<file path="src/rtl/timer_pkg.sv">
// Shared types and constants for the HH:MM:SS timer control block.
// Optional lap capture in timer_ctrl is enabled by defining TIMER_CTRL_LAP_EN.
package timer_pkg;

  localparam int HW = 7;
  localparam int MW = 6;
  localparam int SW = 6;

  localparam int HOURS_MAX = 99;
  localparam int MIN_MAX   = 59;
  localparam int SEC_MAX   = 59;

  typedef enum logic [2:0] {
    ST_IDLE   = 3'd0,
    ST_RUN    = 3'd1,
    ST_PAUSED = 3'd2,
    ST_EDIT_H = 3'd3,
    ST_EDIT_M = 3'd4,
    ST_EDIT_S = 3'd5,
    ST_ALARM  = 3'd6
  } state_e;

  localparam logic [1:0] FLD_NONE = 2'd0;
  localparam logic [1:0] FLD_H    = 2'd1;
  localparam logic [1:0] FLD_M    = 2'd2;
  localparam logic [1:0] FLD_S    = 2'd3;

  // Winning button after priority resolution; only one acts per cycle.
  typedef enum logic [2:0] {
    BTN_NONE  = 3'd0,
    BTN_CLR   = 3'd1,
    BTN_MODE  = 3'd2,
    BTN_START = 3'd3,
    BTN_INC   = 3'd4,
    BTN_LAP   = 3'd5
  } btn_e;

  // clr > mode > start > inc > lap
  function automatic btn_e btn_pick(input logic clr, input logic mode,
                                    input logic start, input logic inc,
                                    input logic lap);
    btn_e b;
    if (clr)        b = BTN_CLR;
    else if (mode)  b = BTN_MODE;
    else if (start) b = BTN_START;
    else if (inc)   b = BTN_INC;
    else if (lap)   b = BTN_LAP;
    else            b = BTN_NONE;
    return b;
  endfunction

endpackage

</file>
<file path="src/rtl/timer_field_inc.sv">
// Wrap-around increment of one time field: MAX wraps to 0.
module timer_field_inc #(
  parameter int W   = 6,
  parameter int MAX = 59
) (
  input  logic [W-1:0] val_i,
  output logic [W-1:0] nxt_o
);

  assign nxt_o = (val_i >= W'(MAX)) ? '0 : val_i + W'(1);

endmodule

</file>
<file path="src/rtl/timer_ctrl.sv">
// Control FSM for the HH:MM:SS up-counting timer: run/pause/clear, alarm
// target editing, match detection and timed alarm.
// Define TIMER_CTRL_LAP_EN to enable lap capture on i_btn_lap.
module timer_ctrl
  import timer_pkg::*;
#(
  parameter int ALARM_SECS = 10
) (
  input  logic          i_clk,
  input  logic          i_rst_n,
  input  logic          i_btn_start,
  input  logic          i_btn_mode,
  input  logic          i_btn_inc,
  input  logic          i_btn_clr,
  input  logic          i_btn_lap,
  input  logic          i_sec_tick,
  input  logic [HW-1:0] i_hours,
  input  logic [MW-1:0] i_minutes,
  input  logic [SW-1:0] i_seconds,
  output logic          o_run,
  output logic          o_load,
  output logic [HW-1:0] o_load_hours,
  output logic [MW-1:0] o_load_minutes,
  output logic [SW-1:0] o_load_seconds,
  output logic [HW-1:0] o_tgt_hours,
  output logic [MW-1:0] o_tgt_minutes,
  output logic [SW-1:0] o_tgt_seconds,
  output logic [1:0]    o_edit_field,
  output logic          o_alarm,
  output logic [HW-1:0] o_lap_hours,
  output logic [MW-1:0] o_lap_minutes,
  output logic [SW-1:0] o_lap_seconds
);

  state_e        state_q, state_d;
  logic          tick_d_q;
  logic [HW-1:0] tgt_h_q, tgt_h_d, tgt_h_inc;
  logic [MW-1:0] tgt_m_q, tgt_m_d, tgt_m_inc;
  logic [SW-1:0] tgt_s_q, tgt_s_d, tgt_s_inc;
  logic [7:0]    cnt_q, cnt_d;
  logic          run_q, run_d;
  logic          load_q, load_d;
  logic          alarm_q, alarm_d;
  logic [1:0]    fld_q, fld_d;
  logic          lap_btn, lap_cap, lap_clr;
  logic          match;
  btn_e          btn;

`ifdef TIMER_CTRL_LAP_EN
  assign lap_btn = i_btn_lap;
`else
  assign lap_btn = 1'b0;
`endif

  assign btn = btn_pick(i_btn_clr, i_btn_mode, i_btn_start, i_btn_inc, lap_btn);

  // Compare on the cycle after the tick, once the datapath has advanced.
  assign match = (state_q == ST_RUN) && tick_d_q &&
                 (|{tgt_h_q, tgt_m_q, tgt_s_q}) &&
                 (i_hours == tgt_h_q) && (i_minutes == tgt_m_q) &&
                 (i_seconds == tgt_s_q);

  timer_field_inc #(.W(HW), .MAX(HOURS_MAX)) u_inc_h (.val_i(tgt_h_q), .nxt_o(tgt_h_inc));
  timer_field_inc #(.W(MW), .MAX(MIN_MAX))   u_inc_m (.val_i(tgt_m_q), .nxt_o(tgt_m_inc));
  timer_field_inc #(.W(SW), .MAX(SEC_MAX))   u_inc_s (.val_i(tgt_s_q), .nxt_o(tgt_s_inc));

  // Next-state, target edit and alarm countdown
  always_comb begin
    state_d = state_q;
    tgt_h_d = tgt_h_q;
    tgt_m_d = tgt_m_q;
    tgt_s_d = tgt_s_q;
    cnt_d   = cnt_q;
    load_d  = 1'b0;
    lap_cap = 1'b0;
    lap_clr = 1'b0;
    unique case (state_q)
      ST_IDLE: begin
        case (btn)
          BTN_CLR:   load_d  = 1'b1;
          BTN_MODE:  state_d = ST_EDIT_H;
          BTN_START: state_d = ST_RUN;
          default: ;
        endcase
      end
      ST_RUN, ST_PAUSED: begin
        if (match) begin
          // Time-critical: a match wins over any button in the same cycle.
          state_d = ST_ALARM;
          cnt_d   = 8'(ALARM_SECS);
        end else begin
          case (btn)
            BTN_CLR: begin
              load_d  = 1'b1;
              lap_clr = 1'b1;
              state_d = ST_IDLE;
            end
            BTN_START: state_d = (state_q == ST_RUN) ? ST_PAUSED : ST_RUN;
            BTN_LAP:   lap_cap = 1'b1;
            default: ;
          endcase
        end
      end
      ST_EDIT_H, ST_EDIT_M, ST_EDIT_S: begin
        case (btn)
          BTN_CLR: begin
            tgt_h_d = '0;
            tgt_m_d = '0;
            tgt_s_d = '0;
            state_d = ST_IDLE;
          end
          BTN_MODE: begin
            if (state_q == ST_EDIT_H)      state_d = ST_EDIT_M;
            else if (state_q == ST_EDIT_M) state_d = ST_EDIT_S;
            else                           state_d = ST_IDLE;
          end
          BTN_INC: begin
            if (state_q == ST_EDIT_H)      tgt_h_d = tgt_h_inc;
            else if (state_q == ST_EDIT_M) tgt_m_d = tgt_m_inc;
            else                           tgt_s_d = tgt_s_inc;
          end
          default: ;
        endcase
      end
      ST_ALARM: begin
        if (btn != BTN_NONE) begin
          // Acknowledge only; the button has no other effect.
          state_d = ST_IDLE;
          cnt_d   = '0;
        end else if (i_sec_tick) begin
          if (cnt_q <= 8'd1) begin
            cnt_d   = '0;
            state_d = ST_IDLE;
          end else begin
            cnt_d = cnt_q - 8'd1;
          end
        end
      end
      default: state_d = ST_IDLE;
    endcase
  end

  // Registered outputs follow the next state so they line up with it
  always_comb begin
    run_d   = (state_d == ST_RUN);
    alarm_d = (state_d == ST_ALARM);
    case (state_d)
      ST_EDIT_H: fld_d = FLD_H;
      ST_EDIT_M: fld_d = FLD_M;
      ST_EDIT_S: fld_d = FLD_S;
      default:   fld_d = FLD_NONE;
    endcase
  end

  // State and output registers
  always_ff @(posedge i_clk or negedge i_rst_n) begin
    if (!i_rst_n) begin
      state_q  <= ST_IDLE;
      tick_d_q <= 1'b0;
      tgt_h_q  <= '0;
      tgt_m_q  <= '0;
      tgt_s_q  <= '0;
      cnt_q    <= '0;
      run_q    <= 1'b0;
      load_q   <= 1'b0;
      alarm_q  <= 1'b0;
      fld_q    <= FLD_NONE;
    end else begin
      state_q  <= state_d;
      tick_d_q <= i_sec_tick;
      tgt_h_q  <= tgt_h_d;
      tgt_m_q  <= tgt_m_d;
      tgt_s_q  <= tgt_s_d;
      cnt_q    <= cnt_d;
      run_q    <= run_d;
      load_q   <= load_d;
      alarm_q  <= alarm_d;
      fld_q    <= fld_d;
    end
  end

`ifdef TIMER_CTRL_LAP_EN
  logic [HW-1:0] lap_h_q;
  logic [MW-1:0] lap_m_q;
  logic [SW-1:0] lap_s_q;

  // Lap capture of current datapath time, cleared by clr from RUN/PAUSED
  always_ff @(posedge i_clk or negedge i_rst_n) begin
    if (!i_rst_n) begin
      lap_h_q <= '0;
      lap_m_q <= '0;
      lap_s_q <= '0;
    end else if (lap_clr) begin
      lap_h_q <= '0;
      lap_m_q <= '0;
      lap_s_q <= '0;
    end else if (lap_cap) begin
      lap_h_q <= i_hours;
      lap_m_q <= i_minutes;
      lap_s_q <= i_seconds;
    end
  end

  assign o_lap_hours   = lap_h_q;
  assign o_lap_minutes = lap_m_q;
  assign o_lap_seconds = lap_s_q;
`else
  logic unused_lap;
  assign unused_lap    = ^{i_btn_lap, lap_cap, lap_clr};
  assign o_lap_hours   = '0;
  assign o_lap_minutes = '0;
  assign o_lap_seconds = '0;
`endif

  // The only load value ever issued is 00:00:00.
  assign o_load_hours   = '0;
  assign o_load_minutes = '0;
  assign o_load_seconds = '0;

  assign o_run         = run_q;
  assign o_load        = load_q;
  assign o_alarm       = alarm_q;
  assign o_edit_field  = fld_q;
  assign o_tgt_hours   = tgt_h_q;
  assign o_tgt_minutes = tgt_m_q;
  assign o_tgt_seconds = tgt_s_q;

endmodule
</file>
<file path="config.mk">
export PLATFORM = sky130hd
export DESIGN_NAME = timer_ctrl
export DESIGN_NICKNAME = d
export VERILOG_FILES = /design/src/rtl/timer_pkg.sv /design/src/rtl/timer_field_inc.sv /design/src/rtl/timer_ctrl.sv
export SDC_FILE = /design/constraint.sdc
export NUM_CORES = 1
export LEC_CHECK = 0
export ABC_AREA = 1
export CAP_MARGIN = 40
export CORE_MARGIN = 5
export CORE_UTILIZATION = 25
export DETAILED_ROUTE_END_ITERATION = 8
export GPL_TIMING_DRIVEN = 1
export HOLD_SLACK_MARGIN = 0.02
export PLACE_DENSITY_LB_ADDON = 0.12
export SLEW_MARGIN = 20
export SYNTH_ARGS = -nofsm -noshare
export SYNTH_HDL_FRONTEND = slang
export SYNTH_SLANG_ARGS = --single-unit
</file>
<file path="constraint.sdc">
create_clock -name i_clk -period 1.79 [get_ports i_clk]
set_input_delay 0.358 -clock i_clk [delete_from_list [all_inputs] [get_ports i_clk]]
set_output_delay 0.358 -clock i_clk [all_outputs]
set_load 0.02 [all_outputs]
</file>
* Yosys cells after proc, flatten, opt, wreduce, memory -nomap -nowiden
Index checks and enable logic that the tools add are counted.
** Word-level totals
- Output and inout bits :: 62
- Bits in registers :: 36
- Input bits :: 27
- Word-level logic and storage cells :: 93
** Cells by class
- Reductions and logical operators :: 16
- Eq/ne operators :: 24
- Add/sub/neg operators :: 4
- Muxes and demuxes :: 35
- $lt $le $gt $ge :: 4
** Operators with widths (count)
- two-way mux 6 bit :: 6
- two-way mux 8 bit :: 4
- two-way mux 3 bit :: 10
- one-hot mux 6 bit (2 select lines) :: 2
- equality test 3 bit (second input constant) :: 7
- OR reduction 19 bit :: 1
- one-hot mux 3 bit (2 select lines) :: 3
- one-hot mux 8 bit (2 select lines) :: 1
- equality test 3 x 2 -> 1 bit (second input constant) :: 5
- two-way mux 7 bit :: 2
- one-hot mux 7 bit (2 select lines) :: 1
- adder 6 x 1 -> 6 bit (second input constant) :: 2
- equality test 6 bit :: 2
- greater-or-equal comparator 6 bit (second input constant) :: 2
- one-hot mux 3 bit (4 select lines) :: 1
- inequality test 2 bit (second input constant) :: 5
- equality test 3 x 1 -> 1 bit (second input constant) :: 3
- less-or-equal comparator 8 x 1 -> 1 bit (second input constant) :: 1
- AND reduction 4 bit :: 2
- subtractor 8 x 1 -> 8 bit (second input constant) :: 1
- adder 7 x 1 -> 7 bit (second input constant) :: 1
- equality test 7 bit :: 1
- greater-or-equal comparator 7 bit (second input constant) :: 1
- one-hot mux 2 bit (3 select lines) :: 1
- other kinds (11) :: 18

* Depth between registers and ports, before layout
Gate-level depths: netlist (run 1).
- Depth in word-level cells :: 10
- Gate-level depth with buffers :: 14
- Gate-level depth less buffers :: 14

* Cells and area by module
Synthesis (run 1) repeated with hierarchy kept, for this count alone.
** Unflattened totals
- Cell total of the unflattened synthesis :: 511
- Area total of the unflattened synthesis :: 3255.6 µm²
** By module, submodules not included
- timer_ctrl :: instances 1, cells an instance 419, sequential area each 900.9 µm², area an instance 2832.7 µm²
- timer_field_inc (u_inc_m ...) :: instances 2, cells an instance 25, sequential area each 0.0 µm², area an instance 116.4 µm²
- timer_field_inc (u_inc_h) :: instances 1, cells an instance 42, sequential area each 0.0 µm², area an instance 190.2 µm²

* Worst setup path before layout (run 1)
Ideal clock, no wire load.
- Kind :: register to register
- Start point :: reg tgt_h_q[0] (netlist: o_tgt_hours[0])
- End point :: reg cnt_q[6]
- Buffers on the path :: 1
- Data arrival time :: 1621 ps
- Stages on the path, launching flop included :: 14
- Path slack :: 51 ps
- Cell sequence :: dfrtp_1 inv_1 ha_1 nand3_1 nor2_1 nand2_1 nor2_1 nor2_1 nand2_2 nand2_2 nand2_4 buf_6 nand2_2 o21ai_2
** Between the ends
- Word-level cells in the longest chain between the ends :: 7
- Elaborated cells between the ends (all ways) :: 8
** Ends and longest elaborated chain
- start, declared :: RTL line timer_ctrl.sv:37 : logic [HW-1:0] tgt_h_q, tgt_h_d, tgt_h_inc;
- start signal, assigned :: RTL line timer_ctrl.sv:171 : tgt_h_q <= tgt_h_d;
- OR reduction 19 bit :: RTL line timer_ctrl.sv:59 : (|{tgt_h_q, tgt_m_q, tgt_s_q}) &&
- logical AND 1 bit :: RTL line timer_ctrl.sv:58 : assign match = (state_q == ST_RUN) && tick_d_q &&
- logical AND 1 bit * :: RTL line timer_ctrl.sv:59
- logical AND 1 bit * (2 in series) :: RTL line timer_ctrl.sv:60 : (i_hours == tgt_h_q) && (i_minutes == tgt_m_q) &&
- inequality test 2 bit (no line) *
- AND reduction 3 bit (no line) *
- end signal, assigned :: RTL line timer_ctrl.sv:174 : cnt_q <= cnt_d;
- end, declared :: RTL line timer_ctrl.sv:40 : logic [7:0] cnt_q, cnt_d;
Every way passes the cells marked *; elsewhere a longest branch is shown, timed or not.
A chain may end at the register's enable or synchronous reset.

* Worst setup path in the final report (run 1)
- Start point :: reg tgt_h_q[1] (netlist: o_tgt_hours[1])
- End point :: out o_tgt_hours[1]
** RTL lines
- end, declared :: RTL line timer_ctrl.sv:25 : output logic [HW-1:0] o_tgt_hours,
No word-level cell between the ends.

==> key figures, run 1 <==
Clock tree
  • Clock buffer count from CTS: 5
  • Maximum buffer depth of the clock tree: 2
  • Root buf cell: clkbuf_16
  • Worst-Skew Late Latency: approximately 0.28 ns
  • Clk slew on worst S/H paths: about 0.060 ns
  • H-tree levels: 2
  • Clock Sinks: 36
  • CTS tree: built

Setup path
  • Crit path DAT: approximately 1.4 ns
  • Slowest stage delay, CP: 0.61 ns
  • Setup CP Type: flip-flop to output pin
  • CP max FO: 5
  • Delay-heaviest family, CP: buffers and inverters
  • Critical path, cell by cell: buf_4 > clkdlybuf4s50_1
  • CP endpoint kind: output pin
  • CP bufs+invs: 2
  • Worst EP required: 1.43 ns
  • CP Launch Type: flip-flop
  • Worst path slowest cell: clkdlybuf4s50_1

Synthesis
  • Complex-gate fraction of the synthesized area: 0.1024
  • Simple-gate portion of the synthesized area: 0.3431
  • Post-synth top cells: nand2_1, inv_1, nor2_1, buf_4, dfrtp_1
  • Post-synth EDFFs: 0
  • Synth Register Bits: 36
  • Synth Instances: about 420
  • Commonest register cell after synthesis: dfrtp_1
  • Yosys cell types: 33
  • Largest family of logic cells by synthesized area: simple AND/OR/NAND/NOR gates
  • Syn. warnings: 0
  • Synth area leader: dfrtp_1
  • Register area share after synthesis: 0.3151
  • Post-Syn Area per Cell: 6.759 sq um
  • Top cells by area, synth: dfrtp_1, nand2_1, buf_4, inv_1, nor2_1
  • Adder-cell share of the synthesized area: 0.02626
  • Most numerous cell in the Yosys netlist: nand2_1
  • Post-synthesis async set-or-reset flop share: 1.000
  • Mux cell area share after synthesis: 0
  • Post-Syn Area: 2859 sq um
  • Xor/xnor share of the synthesized area: 0.01838
  • Yosys top cell area share: 0.3151

Global route
  • Number of global-route vias before repair: 2650
  • Initial antenna violation count: 0
  • GR Util All Layers: 0.1147
  • Total grt overflow: 0
  • Largest net degree at the start of global routing: 37
  • First-pass GRT wire length: between 10000 and 15000 microns

Place
  • # port buffers: 49
  • Dpl ws: -0.2709 ns
  • Placed Area: between 3000 and 4000 sq um
  • GPL Wtd Cong: ~0.81
  • Post-DP HPWL: slightly above 6000 microns

Cells and area
  • Layout area overhead: 35.97%
  • Finished Core Util: 0.3434
  • FILL cells: 1278
  • Nets: between 500 and 600
  • ANT cells: 0
  • Final Instance Area: 3887 sq um
  • Layout cell share with drive strength beyond 1: 0.1911

Detailed routing
  • Avg Vias per Cell: 4.071
  • Final WL: between 7000 and 8000 microns
  • DRT iter0 DRCs: 118
  • Post-DRT Antenna Nets: 0
  • DRC violations left: 0
  • TritonRoute pass-1 iters: 4
  • WL per Instance: between 10 and 15 microns
  • Vias: 2691

Job
  • Max-cap violations: 0

Timing
  • Hold WS: about 0.12 ns
  • Fin crit share: 0.9651
  • Clk_skew: around 0.0073 ns
  • Unrepaired setup endpoints after global routing: yes
  • Setup violations, final: 0
  • Post-layout min period: 1.728 ns
  • Final worst slack: roughly 0.062 ns
  • Final-report max-slew violation count: 0
  • Fmax: between 500 and 600 MHz
  • Fin. Hold Viols: 0

Floorplan
  • Die width: 116.9 microns
  • Core Area: about 11000 sq um
  • Die Ht: between 100 and 150 microns
  • DIE AREA: 13680 sq um
  • Row Count: 39
  • Starting Density: 0.2525
  • IO Count: 89

Run status
  • Status: finished clean

Power
  • Pwr/cell area: 1157 nW/um^2
  • Total power: 0.004498 W
  • Lkg Pwr: ~2.0 nW
  • Max IR drop VDD: about 0.00043 V

Hold path
  • Worst Hold Class: primary input to asynchronous set/reset pin
==> metal layers <==
layer / routed length (microns) / vias up / global-route usage
li1: - / 1425 / -
met1: 3560 / 1200 / 0.1461
met2: 3616 / 58 / 0.1934
met3: 513 / 8 / 0.02725
met4: 106 / 0 / 0.03364
met5: 0 / - / 0
==> timing repair <==
action                                  4_1_cts  5_1_grt
hold buffers                                  0        0
buffers inserted                              0        1
endpoints found under the hold margin         0        0
gates resized for setup                       1       18
endpoints found under the setup margin        1       24
cloned                                        0        1
pin swaps                                     0        3
==> per-stage QoR <==
stage	TNS [ns]	instances
2_1_floorplan	0	460
3_3_place_gp	-5.562	651
3_5_place_dp	-5.719	651
4_1_cts	0	659
5_1_grt	-0.01289	661
6_report	0	661
==> flip-flops by register name, indices dropped and copies added (netlist names) <==
register       count
o_tgt_hours        7
cnt_q              8
o_tgt_seconds      6
o_run              1
o_alarm            1
o_tgt_minutes      6
tick_d_q           1
o_edit_field       2
o_load             1
state_q            3
==> where the power goes <==
part	switching [W]	internal (W)
Sequential	0.000235	0.00104
Clock	0.000362	0.000655
Combinational	0.00126	0.000942
==> worst paths after layout <==
| path | cells after the start | end | slack [ns] | startpoint |
|---|---|---|---|---|
| worst max-delay path | 2 | o_tgt_hours[1] | 0.06 | o_tgt_hours[1]$_DFFE_PN0P_ |
| worst min register to register | 2 | cnt_q[1]$_DFFE_PN0P_ | 0.49 | cnt_q[1]$_DFFE_PN0P_ |
| worst min-delay path | 2 | o_tgt_seconds[4]$_DFFE_PN0P_ | 0.12 | i_rst_n |
| min in group i_clk | 2 | cnt_q[1]$_DFFE_PN0P_ | 0.49 | cnt_q[1]$_DFFE_PN0P_ |
| max in group asynchronous | 2 | state_q[2]$_DFF_PN0_ | 1.29 | i_rst_n |
| worst max register to register | 11 | o_load$_DFF_PN0_ | 0.16 | state_q[1]$_DFF_PN0_ |
==> cells in the final DEF, fill, tap and decap left out, drive strengths merged, types with 3 or more instances in the layout <==
| cell | instances |
|---|---|
| a21oi | 12 |
| nand2 | 114 |
| o21ai | 31 |
| inv | 67 |
| conb | 38 |
| dlymetal6s2s | 6 |
| or2 | 4 |
| dfrtp | 36 |
| nor2 | 55 |
| nand4 | 7 |
| nand3 | 30 |
| clkbuf | 6 |
| nor3 | 10 |
| clkdlybuf4s50 | 41 |
| buf | 40 |
| xor2 | 3 |
| ha | 6 |
| xnor2 | 3 |
==> cells by family (layout without fill, tap and decap cells) <==
| logic type | after synthesis | in the layout |
|---|---|---|
| other | 1 | 38 |
| xor gates and xnor gates | 6 | 6 |
| DFF | 36 | 36 |
| AOI/OAI and AO/OA | 46 | 46 |
| buffers and inverters | 107 | 164 |
| and+or+nand+nor | 221 | 222 |
| adders and majority gates | 6 | 6 |
==> cell type report <==
cell class | instances | area [sq um] | area share
Clock inverter | 3 | 42.54 | 0.01094
Multi-Input combinational cell | 318 | 1587 | 0.4081
Inverter | 67 | 251.5 | 0.06469
Clock buffer | 5 | 125.1 | 0.03219
Sequential cell | 36 | 903.4 | 0.2324
Timing Repair Buffer | 89 | 799.5 | 0.2057
Tap cell | 143 | 178.9 | 0.04603
Power figures use the tool's default switching activity.
==> run 2, diff against run 1 <==
- CORE_ASPECT_RATIO: not set -> 0.75
- PLACE_DENSITY_LB_ADDON: 0.12 -> not set
==> run 2 against run 1 <==
Net effect:
- design area hardly changed
- highest routed layer unchanged
- via count is 1.9% higher
- total power is 0.73% higher
- wire length is 6.2% lower
- largest cell class unchanged
- die area is 0.16% higher
- worst hold slack better by 0.33 ns
- maximum frequency hardly changed
- sequential power is 3% higher
==> key figures, run 2 (same netlist as run 1, synthesis figures left out) <==
Run status
  • Status: finished clean

Clock tree
  • Clk slew on worst S/H paths: 0.06 ns (about the same)
  • Clock buffer count from CTS: 5 (unchanged)
  • Root buf cell: clkbuf_16
  • CTS tree: built
  • Clock Sinks: 36 (unchanged)
  • Maximum buffer depth of the clock tree: 2 (unchanged)
  • Hold-fix buffers, CTS: 0 (unchanged)
  • Worst-Skew Late Latency: 0.28 ns (about the same)
  • H-tree levels: 2 (unchanged)

Power
  • Lkg Pwr: 2.058 nW (+1.4%)
  • Total power: 0.004531 W (+0.73%)
  • Max IR drop VDD: 0.0005862 V (+36%)
  • Pwr/cell area: 1166 nW/um^2 (+0.80%)

Global route
  • Total grt overflow: 0 (unchanged)
  • Number of global-route vias before repair: 2577 (-2.8%)
  • Largest net degree at the start of global routing: 37 (unchanged)
  • Initial antenna violation count: 0 (unchanged)
  • First-pass GRT wire length: 12150 microns (-1.6%)
  • GR Util All Layers: 0.1082 (-0.006516)

Floorplan
  • Die Ht: 102.6 microns (-12%)
  • IO Count: 89 (unchanged)
  • Die width: 133.5 microns (+14%)
  • Core Area: 11070 sq um (-2.3%)
  • Starting Density: 0.2584 (+0.005825)
  • DIE AREA: 13700 sq um (+0.16%)
  • Row Count: 33 (-15%)

Timing
  • Final-report max-slew violation count: 0 (unchanged)
  • Post-layout min period: 1.726 ns (-0.001641 ns)
  • Fin. Hold Viols: 0 (unchanged)
  • Clk_skew: 0.004025 ns (-0.003316 ns)
  • Setup TNS: 0 ns (unchanged)
  • Unrepaired setup endpoints after global routing: no
  • Fmax: 579.4 MHz (about the same)
  • Fin crit share: 0.9642 (about the same)
  • Setup violations, final: 0 (unchanged)

Setup path
  • CP max FO: 6 (+1)
  • Delay-heaviest family, CP: buffers and inverters
  • Slowest stage delay, CP: 0.64 ns (+0.03 ns)
  • FF-to-FF Start: state_q[1]$_DFF_PN0_
  • Worst r2r dst: o_edit_field[0]$_DFF_PN0_
  • Setup CP Type: flip-flop to output pin
  • CP Launch Type: flip-flop
  • CP endpoint kind: output pin
  • Worst EP required: 1.43 ns (about the same)
  • FF-to-FF setup slack: 0.15 ns (about the same)
  • CP bufs+invs: 1 (-1)
  • FF-to-FF path depth: 11 (unchanged)
  • Critical path, cell by cell: clkdlybuf4s50_1
  • Crit path DAT: 1.37 ns (about the same)
  • Worst path slowest cell: clkdlybuf4s50_1

Cells and area
  • Most frequent cells in the layout: nand2_1, inv_1, nor2_1, clkdlybuf4s50_1, conb_1
  • Commonest non-fill, non-tap cell in the layout: nand2_1
  • Area of the multi-input gates: 1589 sq um (+0.16%)
  • Top reg by flops: cnt_q
  • Layout area overhead: 35.89% (about the same)
  • Largest register FFs: 8 (unchanged)
  • ANT cells: 0 (unchanged)
  • Finished Core Util: 0.3511 (+0.007694)
  • FILL cells: 1169 (-8.5%)
  • Nets: 543 (-1.3%)
  • Register area: 903.4 sq um (unchanged)
  • Layout cell share with drive strength beyond 1: 0.1879 (-0.003253)

Detailed routing
  • WL per Instance: 11.24 microns (-4.7%)
  • TritonRoute pass-1 iters: 4 (unchanged)
  • Vias: 2742 (+1.9%)
  • DRT iter0 DRCs: 83 (-30%)
  • Avg Vias per Cell: 4.212 (+3.5%)
  • DRC violations left: 0 (unchanged)
  • Post-DRT Antenna Nets: 0 (unchanged)
  • Final WL: 7316 microns (-6.2%)

Hold path
  • Worst Hold Class: primary input to asynchronous set/reset pin

Job
  • Max-cap violations: 0 (unchanged)

Place
  • Post-DP HPWL: 5893 microns (-4.8%)
  • GPL Wtd Cong: 0.8664 (+6.5%)
  • # port buffers: 49 (unchanged)
[run 2: cell count changes in the layout (fill, tap and decap cells not counted), sizes merged]
cell / delta
buf: -6
clkinvlp: -1
dlymetal6s2s: +3
nand2: -1
clkbuf: +1
clkinv: -1
clkdlybuf4s50: -2
[run 2: final cells by class]
class,instances,share of cell area
Timing Repair Buffer,83,0.2016
Inverter,67,0.06473
Tap cell,140,0.04509
Clock inverter,1,0.007729
Sequential cell,36,0.2325
Clock buffer,7,0.03929
Multi-Input combinational cell,317,0.4090
[run 2: metal layers]
| metal | GRT usage | part of all wire | vias up |
|---|---|---|---|
| li1 | - | - | 1426 |
| met1 | 0.1544 | 0.50 | 1241 |
| met2 | 0.1704 | 0.43 | 68 |
| met3 | 0.01902 | 0.053 | 7 |
| met4 | 0.02846 | 0.011 | 0 |
| met5 | 0 | 0 | - |
[run 2: report_power, final]
group | internal [W] | total [W] | leakage (nW) | switching [W]
Sequential | 0.00104 | 0.00131 | 0.471 | 0.000266
Clock | 0.000733 | 0.00108 | 0.0901 | 0.000344
Combinational | 0.000898 | 0.00215 | 1.50 | 0.00125
Total | 0.00267 | 0.00453 | 2.06 | 0.00186
[run 2: worst max path at each step]
stage	endpoint	startpoint	cells after the start	slack (ns)
2_1_floorplan	cnt_q[6]$_DFFE_PN0P_	o_tgt_hours[0]$_DFFE_PN0P_	13	0.05
3_3_place_gp	cnt_q[5]$_DFFE_PN0P_	i_minutes[1]	15	-0.22
3_5_place_dp	o_tgt_minutes[4]$_DFFE_PN0P_	i_btn_start	12	-0.24
4_1_cts	o_tgt_minutes[3]	o_tgt_minutes[3]$_DFFE_PN0P_	1	0.01
5_1_grt	cnt_q[7]$_DFFE_PN0P_	o_tgt_seconds[5]$_DFFE_PN0P_	14	0.001
6_report	o_tgt_minutes[4]	o_tgt_minutes[4]$_DFFE_PN0P_	1	0.06
[run 2: worst register-to-register path, stage by stage, from the launching register on]
cell     delay [ns]
dfrtp_1        0.40
inv_2          0.12
nand2_2        0.08
nor2_4         0.09
nand2_1        0.07
nor2_2         0.12
nand2_1        0.07
nor2_2         0.11
nand2_2        0.11
buf_6          0.15
a31oi_1        0.13
nor2_1         0.07
[run 2: metrics by stage]
stage | hold WS, ns | setup WS [ns] | std cells | cell area (sq um)
after global placement | 0.4679 | -0.2169 | 641 | 3615
after detailed placement | 0.4651 | -0.2377 | 641 | 3615
after floorplan | 0.06241 | 0.05101 | 460 | 2998
after global routing | 0.4804 | 0.001140 | 651 | 3885
after CTS | 0.4661 | 0.01237 | 649 | 3796
final | 0.4488 | 0.06412 | 651 | 3885
[run 2: repair_timing]
action / in CTS / in global routing
pin swaps: 0 / 5
setup endpoints to repair: 1 / 28
hold endpoints to repair: 0 / 0
setup buffers: 0 / 2
gates resized for setup: 1 / 27
